$ cat config.mk
export PLATFORM = sky130hd
export DESIGN_NAME = fetch_unit
export DESIGN_NICKNAME = d
export VERILOG_FILES = /design/src/rtl/fetch_unit.sv
export SDC_FILE = /design/constraint.sdc
export NUM_CORES = 1
export LEC_CHECK = 0
export CAP_MARGIN = 20
export CORE_ASPECT_RATIO = 1.1
export CORE_MARGIN = 2
export CORE_UTILIZATION = 45
export DETAILED_ROUTE_END_ITERATION = 8
export PLACE_DENSITY = 0.95
export SLEW_MARGIN = 20
export SYNTH_ARGS = -nofsm -noshare
export SYNTH_HDL_FRONTEND = slang
export SYNTH_SLANG_ARGS = --single-unit
$ cat constraint.sdc
create_clock -name CLK -period 4.2 [get_ports CLK]
set_clock_uncertainty 0.1 [all_clocks]
set_input_delay 0.63 -clock CLK [delete_from_list [all_inputs] [get_ports CLK]]
set_output_delay 0.63 -clock CLK [all_outputs]
set_load 0.005 [all_outputs]
$ cat src/rtl/fetch_unit.sv
//------------------------------------------------------------------------------
// fetch_unit
//
// Instruction fetch stage. Holds the fetch PC, issues one read at a time to
// the instruction memory, captures the returned word into InstrF and tells the
// hazard unit (FetchBusy) whether InstrF is usable. Branch/jump redirects from
// decode override the sequential PC+4 path and take effect even while the
// pipeline is stalled.
//
// Ports
//   CLK        clock, all state updates on the rising edge
//   RST        asynchronous, active-low reset
//   StallF     1 = hold the current fetched instruction and PC
//   PCSrcD     taken branch from decode, redirect to PCBranchD
//   PCBranchD  branch target
//   JumpD      jump from decode, redirect to PCJumpD (wins over PCSrcD)
//   PCJumpD    jump target
//   IMemReq    instruction-memory read request
//   IMemAddr   read address (always equal to PCF)
//   IMemRdata  read data, sampled only when IMemValid=1 in WAIT
//   IMemValid  read data valid, one pulse per request
//   InstrF     fetched instruction toward the decode pipeline register
//   PCPlus4F   PCF+4 (wraps modulo 2^ADDR_WIDTH)
//   PCF        current fetch PC
//   FetchBusy  1 = InstrF not valid
//------------------------------------------------------------------------------
module fetch_unit #(
   parameter int                    ADDR_WIDTH  = 32,
   parameter int                    INSTR_WIDTH = 32,
   parameter logic [ADDR_WIDTH-1:0] RESET_PC    = ADDR_WIDTH'(32'h0000_0000)
) (
   input  logic                   CLK,
   input  logic                   RST,
   input  logic                   StallF,
   input  logic                   PCSrcD,
   input  logic [ADDR_WIDTH-1:0]  PCBranchD,
   input  logic                   JumpD,
   input  logic [ADDR_WIDTH-1:0]  PCJumpD,
   output logic                   IMemReq,
   output logic [ADDR_WIDTH-1:0]  IMemAddr,
   input  logic [INSTR_WIDTH-1:0] IMemRdata,
   input  logic                   IMemValid,
   output logic [INSTR_WIDTH-1:0] InstrF,
   output logic [ADDR_WIDTH-1:0]  PCPlus4F,
   output logic [ADDR_WIDTH-1:0]  PCF,
   output logic                   FetchBusy
);

   typedef enum logic [1:0] {
      IDLE  = 2'd0,
      WAIT  = 2'd1,
      VALID = 2'd2
   } state_t;

   state_t                 state;
   logic                   drop;      // an abandoned request is still in flight
   logic                   redirect;
   logic [ADDR_WIDTH-1:0]  target_raw;
   logic [ADDR_WIDTH-1:0]  target;

   // Jump beats branch; the low two bits are cleared so the PC stays
   // word aligned no matter what decode hands us.
   assign redirect   = JumpD | PCSrcD;
   assign target_raw = JumpD ? PCJumpD : PCBranchD;
   assign target     = {target_raw[ADDR_WIDTH-1:2], 2'b00};

   assign PCPlus4F = PCF + ADDR_WIDTH'(4);
   assign IMemAddr = PCF;

   // IMemReq and FetchBusy are registered: every transition below also
   // writes the value they must carry in the state being entered.
   // NOTE: sequential state uses non-blocking (<=) so every register samples
   // the pre-edge values of the others, independent of statement order.
   always_ff @(posedge CLK or negedge RST) begin
      if (!RST) begin
         // NOTE: all fetch state sits on the asynchronous reset so an
         // in-flight request is abandoned immediately, without a clock.
         state     <= IDLE;
         PCF       <= RESET_PC;
         InstrF    <= '0;
         drop      <= 1'b0;
         IMemReq   <= 1'b0;
         FetchBusy <= 1'b1;
      end else begin
         case (state)
            // One dead cycle after reset; any stray IMemValid here belongs
            // to a request that reset already abandoned.
            IDLE: begin
               state     <= WAIT;
               IMemReq   <= 1'b1;
               FetchBusy <= 1'b1;
            end

            WAIT: begin
               if (drop) begin
                  // Request line is low; waiting only for the stale response.
                  // Later redirects simply retarget the PC.
                  if (redirect) begin
                     PCF <= target;
                  end
                  if (IMemValid) begin
                     drop    <= 1'b0;
                     IMemReq <= 1'b1;
                  end
               end else if (redirect) begin
                  PCF <= target;
                  if (!IMemValid) begin
                     // Response still pending: must swallow it before a new
                     // request can go out (one outstanding at a time).
                     drop    <= 1'b1;
                     IMemReq <= 1'b0;
                  end
                  // With IMemValid the old data is discarded and the request
                  // stays up, now pointing at the target.
               end else if (IMemValid) begin
                  InstrF    <= IMemRdata;
                  state     <= VALID;
                  IMemReq   <= 1'b0;
                  FetchBusy <= 1'b0;
               end
            end

            VALID: begin
               if (redirect) begin
                  // Redirect ignores StallF; the wrong-path word is flushed.
                  PCF       <= target;
                  InstrF    <= '0;
                  state     <= WAIT;
                  IMemReq   <= 1'b1;
                  FetchBusy <= 1'b1;
               end else if (!StallF) begin
                  PCF       <= PCPlus4F;
                  state     <= WAIT;
                  IMemReq   <= 1'b1;
                  FetchBusy <= 1'b1;
               end
            end

            default: begin
               state     <= IDLE;
               drop      <= 1'b0;
               IMemReq   <= 1'b0;
               FetchBusy <= 1'b1;
            end
         endcase
      end
   end

endmodule

; ---- Yosys cells after proc, flatten, opt, wreduce, memory -nomap -nowiden
; Cells that the tools add are included.
[totals]
output_inout_bits = 130
register_bits = 69
inputBits = 102
[op_classes]
n_addsub = 1
eq_ne = 11
n_bitwise = 1
muxes = 31
reduce_logical = 7
[ops]
columns = operator, n
row1 = $mux W32, 8
row2 = $pmux W32 S2, 2
row3 = $add A32 B3 Y32 const B, 1
row4 = $mux W1, 12
row5 = $mux W2, 5
row6 = $ne A2 B2 Y1 const B, 5
row7 = $ne A3 B3 Y1 const B, 3
row8 = $reduce_and A4 Y1, 2
row9 = $pmux W2 S3, 1
row10 = $reduce_and A5 Y1, 1
row11 = $ne A4 B4 Y1 const B, 1
row12 = $pmux W1 S2, 2
row13 = $pmux W1 S3, 1
row14 = $reduce_and A3 Y1, 1
row15 = $eq A2 B1 Y1 const B, 1
row16 = $eq A2 B2 Y1 const B, 1
row17 = $logic_not A2 Y1, 1
row18 = $reduce_bool A2 Y1, 1
row19 = $reduce_or A2 Y1, 1
row20 = $or A1 B1 Y1, 1

; ---- Longest topological paths before layout
; Gate-level depths: netlist of the first run.
[logic_depth]
ltp_word = 4
depth_mapped = 7
depth_no_buf = 5

; ---- Least setup slack after synthesis of the first run
; No wires, ideal clock.
[synth_path]
path_kind = register to output
from = register PCF[17], in the netlist IMemAddr[17]
to = output port PCPlus4F[26]
path_slack_ns = 1.497
arrival_time_ns = 1.973
path_stages_with_launch = 7
cell_sequence = dfrtp_1 > buf_2 > nand4_4 > or4_1 > buf_2 > or4_4 > xnor2_1
[synth_via]
elab_chain_len = 1
[synth_lines]
columns = item, line_no
row1 = "start, declared", 45  ; output logic [ADDR_WIDTH-1:0] PCF,
row2 = "start signal, assigned", 99  ; PCF <= target;
row3 = "start signal, assigned", 106  ; PCF <= target;
row4 = "start signal, assigned", 126  ; PCF <= target;
row5 = $add A32 B3 Y32, 67  ; assign PCPlus4F = PCF + ADDR_WIDTH'(4);
row6 = "end, declared", 44  ; output logic [ADDR_WIDTH-1:0] PCPlus4F,
; Every way passes these cells.

; ---- Worst setup path in the final report of the first run
[layout_path]
from = register PCF[15], in the netlist IMemAddr[15]
to = output port PCPlus4F[27]
; Same word-level chain as after synthesis.

==> key figures, run 1 <==
Floorplan
  • Overall die area: 11500 µm²
  • Die extent in x: 102 µm
  • Total I/O pin count: 232
  • Area of the core region: 10400 µm²
  • Standard-cell rows: 39
  • Initial standard-cell utilization of the core: 46.1%
  • Die extent in y: 112 µm

Global route
  • First-pass GRT wire length: 25.3 mm
  • Pin count of the biggest net entering global routing: 47
  • Grt total ovfl: 0
  • Number of global-route vias before repair: 4969
  • GRT Total Usage: 27.8%
  • Number of antenna violations at the first check in global routing: 0

Flow run
  • Maximum capacitance violations: 0

Timing
  • Worst Tran Pin Value: 1.05 ns
  • Tightest slew margin relative to the limit: 30.1%
  • Setup total negative slack: 0 ns
  • Period utilisation layout: 92.3%
  • Max-slew violation count: 0
  • PnR worst setup slack: 0.325 ns
  • Peak Freq: 258 MHz
  • Post-route worst hold slack: 0.351 ns
  • Setup-failing EPs final: 0
  • Min Tclk post-route: 3.88 ns
  • RSZ-0062 raised after global routing: no
  • Count of endpoints failing hold in the final timing report: 0

Finish
  • Fraction of final layout cells with drive strength greater than 1: 7.32%
  • Synthesis-to-finish area growth: 48.4%
  • Non-Filler Cell Area, Final: 7110 µm²
  • Combined area of the multi-input logic cells: 2650 µm²
  • Number of diodes: 0
  • Fill count: 792
  • Sequential cell area in the final layout: 1680 µm²
  • Number of cells in the finished layout apart from fillers: 840
  • Final cell utilization of the core: 68.4%
  • NumNets Final: 796

Worst setup path
  • Endpoint kind of the worst setup timing path: output pin
  • Largest fanout on the critical path: 11
  • Endpoint arrival time on the critical path: 3.15 ns
  • Critical setup path kind: reg -> out
  • Startpoint type of the worst setup path: flop
  • Worst path required time: 3.47 ns

Logic synthesis
  • Number of instances in the synthesized netlist: 532
  • Synth cell types: 64
  • Synth warnings: 0
  • Most instantiated cells after synthesis: sky130_fd_sc_hd__dfrtp_1, sky130_fd_sc_hd__buf_4, sky130_fd_sc_hd__clkbuf_1
  • Area share of the leading cell type in the synthesized netlist: 34.5%
  • Async set or reset register ratio after synthesis: 100%
  • Commonest register cell after synthesis: sky130_fd_sc_hd__dfrtp_1
  • Post-synthesis sequential element count: 67
  • Mean cell area of the mapped netlist: 9.00 µm²
  • Cell types occupying the most area after synthesis: sky130_fd_sc_hd__dfrtp_1, sky130_fd_sc_hd__buf_4, sky130_fd_sc_hd__nor3b_1, sky130_fd_sc_hd__a21o_1, sky130_fd_sc_hd__mux2i_1
  • Seq/Total Area, Yosys: 35.0%
  • Post-synthesis cell type with the largest combined area: sky130_fd_sc_hd__dfrtp_1
  • Number of flops mapped to enable cells by yosys: 0
  • Post-Synthesis Cell Area: 4790 µm²
  • Most repeated cell in the gate-level netlist after synthesis: sky130_fd_sc_hd__dfrtp_1

Detailed routing
  • Length of the first detailed-routing pass in iterations: 4
  • Number of vias per cell after detailed routing: 5.89
  • DR vias: 4947
  • Number of design-rule violations left by the first detailed-router iteration: 254
  • Sum of routed wire length over all layers: 16.0 mm
  • Average wire per standard cell: 19.0 µm
  • DRC viols: 0
  • Post-route ant nets: 0

CTS
  • Hold buffer count at CTS: 0
  • Clock root buffer: sky130_fd_sc_hd__clkbuf_16
  • Clock tree from TritonCTS: yes
  • Number of H-tree branching levels: 3
  • Clock latency on the worst-skew pair: 0.33 ns
  • Clock slew seen by the registers of the worst setup and hold paths: 0.06 ns
  • Total CTS buffers: 9
  • Post-cts sizing count: 0
  • Post-CTS setup buffers: 0
  • Number of buffers on the longest clock path: 2
  • Sinks on Clock Net: 67

Min path
  • Type of the most critical hold path: in -> async

Placement
  • DP Area: 6810 µm²
  • Gpl congestion: 0.873
  • Number of port buffers: 221
  • Placed Instances: 825
  • Setup WS pre-CTS: 0.695 ns
  • Post-DP HPWL: 11.9 mm

Pwr
  • Worst vdd ir: 0.290 mV
  • Power after layout: 2.87 mW
  • Power per cell area: 404 nW/µm²
  • Static Leakage: 2.92 nW

Run status
  • Result of the run: finished, final reports clean
==> critical path, cell delays in order, from the launching register on <==
cell                              delay [ns]
sky130_fd_sc_hd__dfrtp_1                0.59
sky130_fd_sc_hd__nand4_4                0.17
sky130_fd_sc_hd__or4_1                  0.70
sky130_fd_sc_hd__or3_2                  0.58
sky130_fd_sc_hd__xnor2_1                0.19
sky130_fd_sc_hd__clkdlybuf4s50_1        0.57
==> sequential cells by signal (all words and copies together), names as in the netlist <==
| name | cells |
|---|---|
| state | 2 |
| FetchBusy | 1 |
| InstrF | 32 |
| IMemReq | 1 |
| drop | 1 |
| IMemAddr | 30 |
==> logic make-up after synthesis <==
logic type / synth area share [%]
AOI/OAI and AO/OA: 20.8
buffers and inverters: 10.6
other: 0.0783
and+or+nand+nor: 22.1
xor gates and xnor gates: 5.12
adders and majority gates: 0.261
DFF: 35.0
muxes: 6.04
==> final timing paths <==
path                                    from           end  slack (ns)  depth (start not counted)
worst max-delay path            IMemAddr[15]  PCPlus4F[27]        0.32                          5
worst min-delay path                     RST     InstrF[9]        0.35                          1
worst max register to register  IMemAddr[15]  IMemAddr[26]        1.57                          4
worst min register to register     InstrF[8]     InstrF[8]        0.38                          1
max in group asynchronous                RST     FetchBusy        2.68                          2
min in group CLK                   InstrF[8]     InstrF[8]        0.38                          1
==> routing by layer <==
layer / global-route usage (%) / share of wire (%) / vias up
met5: 0 / 0 / -
met1: 33.9 / 38 / 2383
li1: - / - / 2242
met3: 7.53 / 9.9 / 30
met4: 7.82 / 2.1 / 0
met2: 47.9 / 50 / 292
==> cell type report <==
| type | instances | area share [%] |
|---|---|---|
| multi-input cells | 377 | 37.2 |
| repair buffers | 232 | 32.2 |
| flip-flops and latches | 67 | 23.6 |
| clock buffers | 13 | 3.66 |
| well taps | 143 | 2.52 |
| clock inverters | 2 | 0.493 |
| inverters | 6 | 0.317 |
==> power by group <==
| group | internal, mW | total (mW) | switching [mW] |
|---|---|---|---|
| clock | 0.488 | 0.759 | 0.271 |
| sequential | 0.801 | 1.01 | 0.204 |
| combinational | 0.715 | 1.10 | 0.388 |
==> cells in the final DEF, fill, tap and decap left out, types with 7 or more instances in the layout <==
master                            count
sky130_fd_sc_hd__a311oi_1             8
sky130_fd_sc_hd__mux2i_1             21
sky130_fd_sc_hd__xnor2_1             18
sky130_fd_sc_hd__clkdlybuf4s50_1    219
sky130_fd_sc_hd__nor3b_1             34
sky130_fd_sc_hd__and3_1              10
sky130_fd_sc_hd__and4_1               8
sky130_fd_sc_hd__nor2_1              20
sky130_fd_sc_hd__nand4_1             10
sky130_fd_sc_hd__clkbuf_16            9
sky130_fd_sc_hd__nor3_1              12
sky130_fd_sc_hd__a21oi_1             15
sky130_fd_sc_hd__o21ai_0             20
sky130_fd_sc_hd__xor2_1              10
sky130_fd_sc_hd__mux2_2               7
sky130_fd_sc_hd__nand2_1             29
sky130_fd_sc_hd__dfrtp_1             66
sky130_fd_sc_hd__a21o_1              33
sky130_fd_sc_hd__a211oi_1            14
sky130_fd_sc_hd__nor4_1               9
sky130_fd_sc_hd__buf_4               11
sky130_fd_sc_hd__nor2b_1              7
sky130_fd_sc_hd__nand3_1             14
sky130_fd_sc_hd__o211ai_1            13
Note: power is estimated with default switching activity, not from simulation.
==> run 2: changes to the inputs <==
- HOLD_SLACK_MARGIN: unset -> 0.06
==> results of run 2 <==
No change in the layout: final DEF, timing and power equal those of run 1.
==> run 3: changes to the inputs <==
- PLACE_DENSITY: 0.95 -> 0.93
==> run 3 against run 2 <==
Net effect:
- register-to-register slack gained 0.05 ns
- clock power down 5.5%
- first-iteration DRC count up 22%
- critical path depth stayed put
- combinational power hardly changed
- via count fell by 1.2%
- worst hold slack got worse by 0.10 ns
- critical endpoint is now PCPlus4F[26]
- largest cell class unchanged
==> key figures, run 3 (synthesized netlist as in run 1, its figures left out) <==
Run status
  • Result of the run: finished, final reports clean

Detailed routing
  • Post-route ant nets: 0
  • Number of vias per cell after detailed routing: 5.82
  • Sum of routed wire length over all layers: 15.8 mm
  • Length of the first detailed-routing pass in iterations: 5
  • DR vias: 4889
  • DRC viols: 0
  • Average wire per standard cell: 18.8 µm
  • Number of design-rule violations left by the first detailed-router iteration: 311

Floorplan
  • Standard-cell rows: 39
  • Die extent in x: 102 µm
  • Overall die area: 11500 µm²
  • Total I/O pin count: 232
  • Die extent in y: 112 µm
  • Area of the core region: 10400 µm²
  • Initial standard-cell utilization of the core: 46.1%

Worst setup path
  • Largest fanout on the critical path: 10
  • Startpoint type of the worst setup path: flop
  • Worst path required time: 3.47 ns
  • Endpoint kind of the worst setup timing path: output pin
  • Critical setup path kind: reg -> out
  • Endpoint arrival time on the critical path: 3.11 ns

Timing
  • Max-slew violation count: 0
  • RSZ-0062 raised after global routing: no
  • PnR worst setup slack: 0.355 ns
  • Period utilisation layout: 91.5%
  • Post-route worst hold slack: 0.249 ns
  • Tightest slew margin relative to the limit: 32.5%
  • Setup-failing EPs final: 0
  • Setup total negative slack: 0 ns
  • Worst Tran Pin Value: 1.01 ns
  • Count of endpoints failing hold in the final timing report: 0
  • Min Tclk post-route: 3.84 ns
  • Peak Freq: 260 MHz

Pwr
  • Power after layout: 2.82 mW
  • Combinational fraction of design power: 39.1%
  • Static Leakage: 2.91 nW
  • Part of the power in the clock network: 25.4%
  • Switching power total: 0.858 mW
  • Net switching share of the total power: 30.4%
  • Internal cell power: 1.96 mW
  • Worst vdd ir: 0.262 mV
  • Share of total power in sequential cells: 35.5%
  • Power per cell area: 398 nW/µm²

Finish
  • Final cell utilization of the core: 68.2%
  • Synthesis-to-finish area growth: 48.0%
  • Flip-flop count of the largest register after layout: 32
  • Register containing the most flip-flops in the final layout: InstrF
  • Number of diodes: 0
  • Non-Filler Cell Area, Final: 7090 µm²
  • Most common cell after layout, fill and taps aside: sky130_fd_sc_hd__clkdlybuf4s50_1
  • Top library cells by usage in the layout, fill and taps aside: sky130_fd_sc_hd__clkdlybuf4s50_1, sky130_fd_sc_hd__dfrtp_1, sky130_fd_sc_hd__nor3b_1
  • Fraction of final layout cells with drive strength greater than 1: 7.32%
  • Number of cells in the finished layout apart from fillers: 840
  • NumNets Final: 795

CTS
  • Clock latency on the worst-skew pair: 0.33 ns
  • Total CTS buffers: 9
  • Number of buffers on the longest clock path: 2
  • Clock slew seen by the registers of the worst setup and hold paths: 0.06 ns
  • Hold buffer count at CTS: 0
  • Clock tree from TritonCTS: yes
  • Post-cts sizing count: 0
  • Post-CTS setup buffers: 0
  • Sinks on Clock Net: 67
  • Number of H-tree branching levels: 3
  • Clock root buffer: sky130_fd_sc_hd__clkbuf_16

Global route
  • Number of antenna violations at the first check in global routing: 0
  • Grt total ovfl: 0
  • Pin count of the biggest net entering global routing: 47
  • Number of global-route vias before repair: 4898
  • GRT Total Usage: 27.3%
  • First-pass GRT wire length: 24.6 mm

Placement
  • Setup WS pre-CTS: 0.689 ns
  • Gpl congestion: 0.900
  • Placed Instances: 824
  • DP Area: 6800 µm²
  • Number of port buffers: 221
  • Post-DP HPWL: 11.7 mm

Flow run
  • Maximum capacitance violations: 0

Min path
  • Type of the most critical hold path: in -> async
-- run 3: area by class of cell --
type | instances | area [µm²]
clock buffer | 14 | 274
clock inverter | 2 | 10.0
fill | 790 | 3310
inverter | 6 | 22.5
multi-input combinational | 377 | 2650
sequential | 67 | 1680
tap | 143 | 179
timing repair buffer | 231 | 2280
-- run 3: final timing paths --
path	from	to	slack, ns	cells after the start
max in group asynchronous	RST	FetchBusy	2.74	2
worst min-delay path	RST	InstrF[8]	0.25	1
worst max-delay path	IMemAddr[6]	PCPlus4F[26]	0.36	5
min in group CLK	InstrF[4]	InstrF[4]	0.38	1
worst min register to register	InstrF[4]	InstrF[4]	0.38	1
worst max register to register	IMemAddr[6]	IMemAddr[26]	1.62	4
-- run 3: worst max-delay path, stage by stage (launching register included) --
cell and delay [ns]:
sky130_fd_sc_hd__dfrtp_1 0.57, sky130_fd_sc_hd__nand3_4 0.18, sky130_fd_sc_hd__or4_1 0.67, sky130_fd_sc_hd__or4_4 0.58, sky130_fd_sc_hd__xnor2_1 0.23, sky130_fd_sc_hd__clkdlybuf4s50_1 0.55
-- run 3: routing by layer --
metal / track usage, % / part of all wire (%) / vias up
li1: - / - / 2239
met1: 32.0 / 37 / 2331
met2: 46.4 / 50 / 281
met3: 7.85 / 11 / 38
met4: 11.3 / 2.3 / 0
met5: 0 / 0 / -
-- run 3: power by group through the flow --
| stage | registers (mW) | clock network, mW | logic [mW] |
|---|---|---|---|
| 2_1_floorplan | 0.947 | 0 | 0.489 |
| 3_3_place_gp | 0.990 | 0 | 1.08 |
| 3_5_place_dp | 1.01 | 0 | 1.10 |
| 4_1_cts | 0.998 | 0.726 | 1.11 |
| 5_1_grt | 1.03 | 0.752 | 1.19 |
| 6_report | 1.00 | 0.717 | 1.10 |
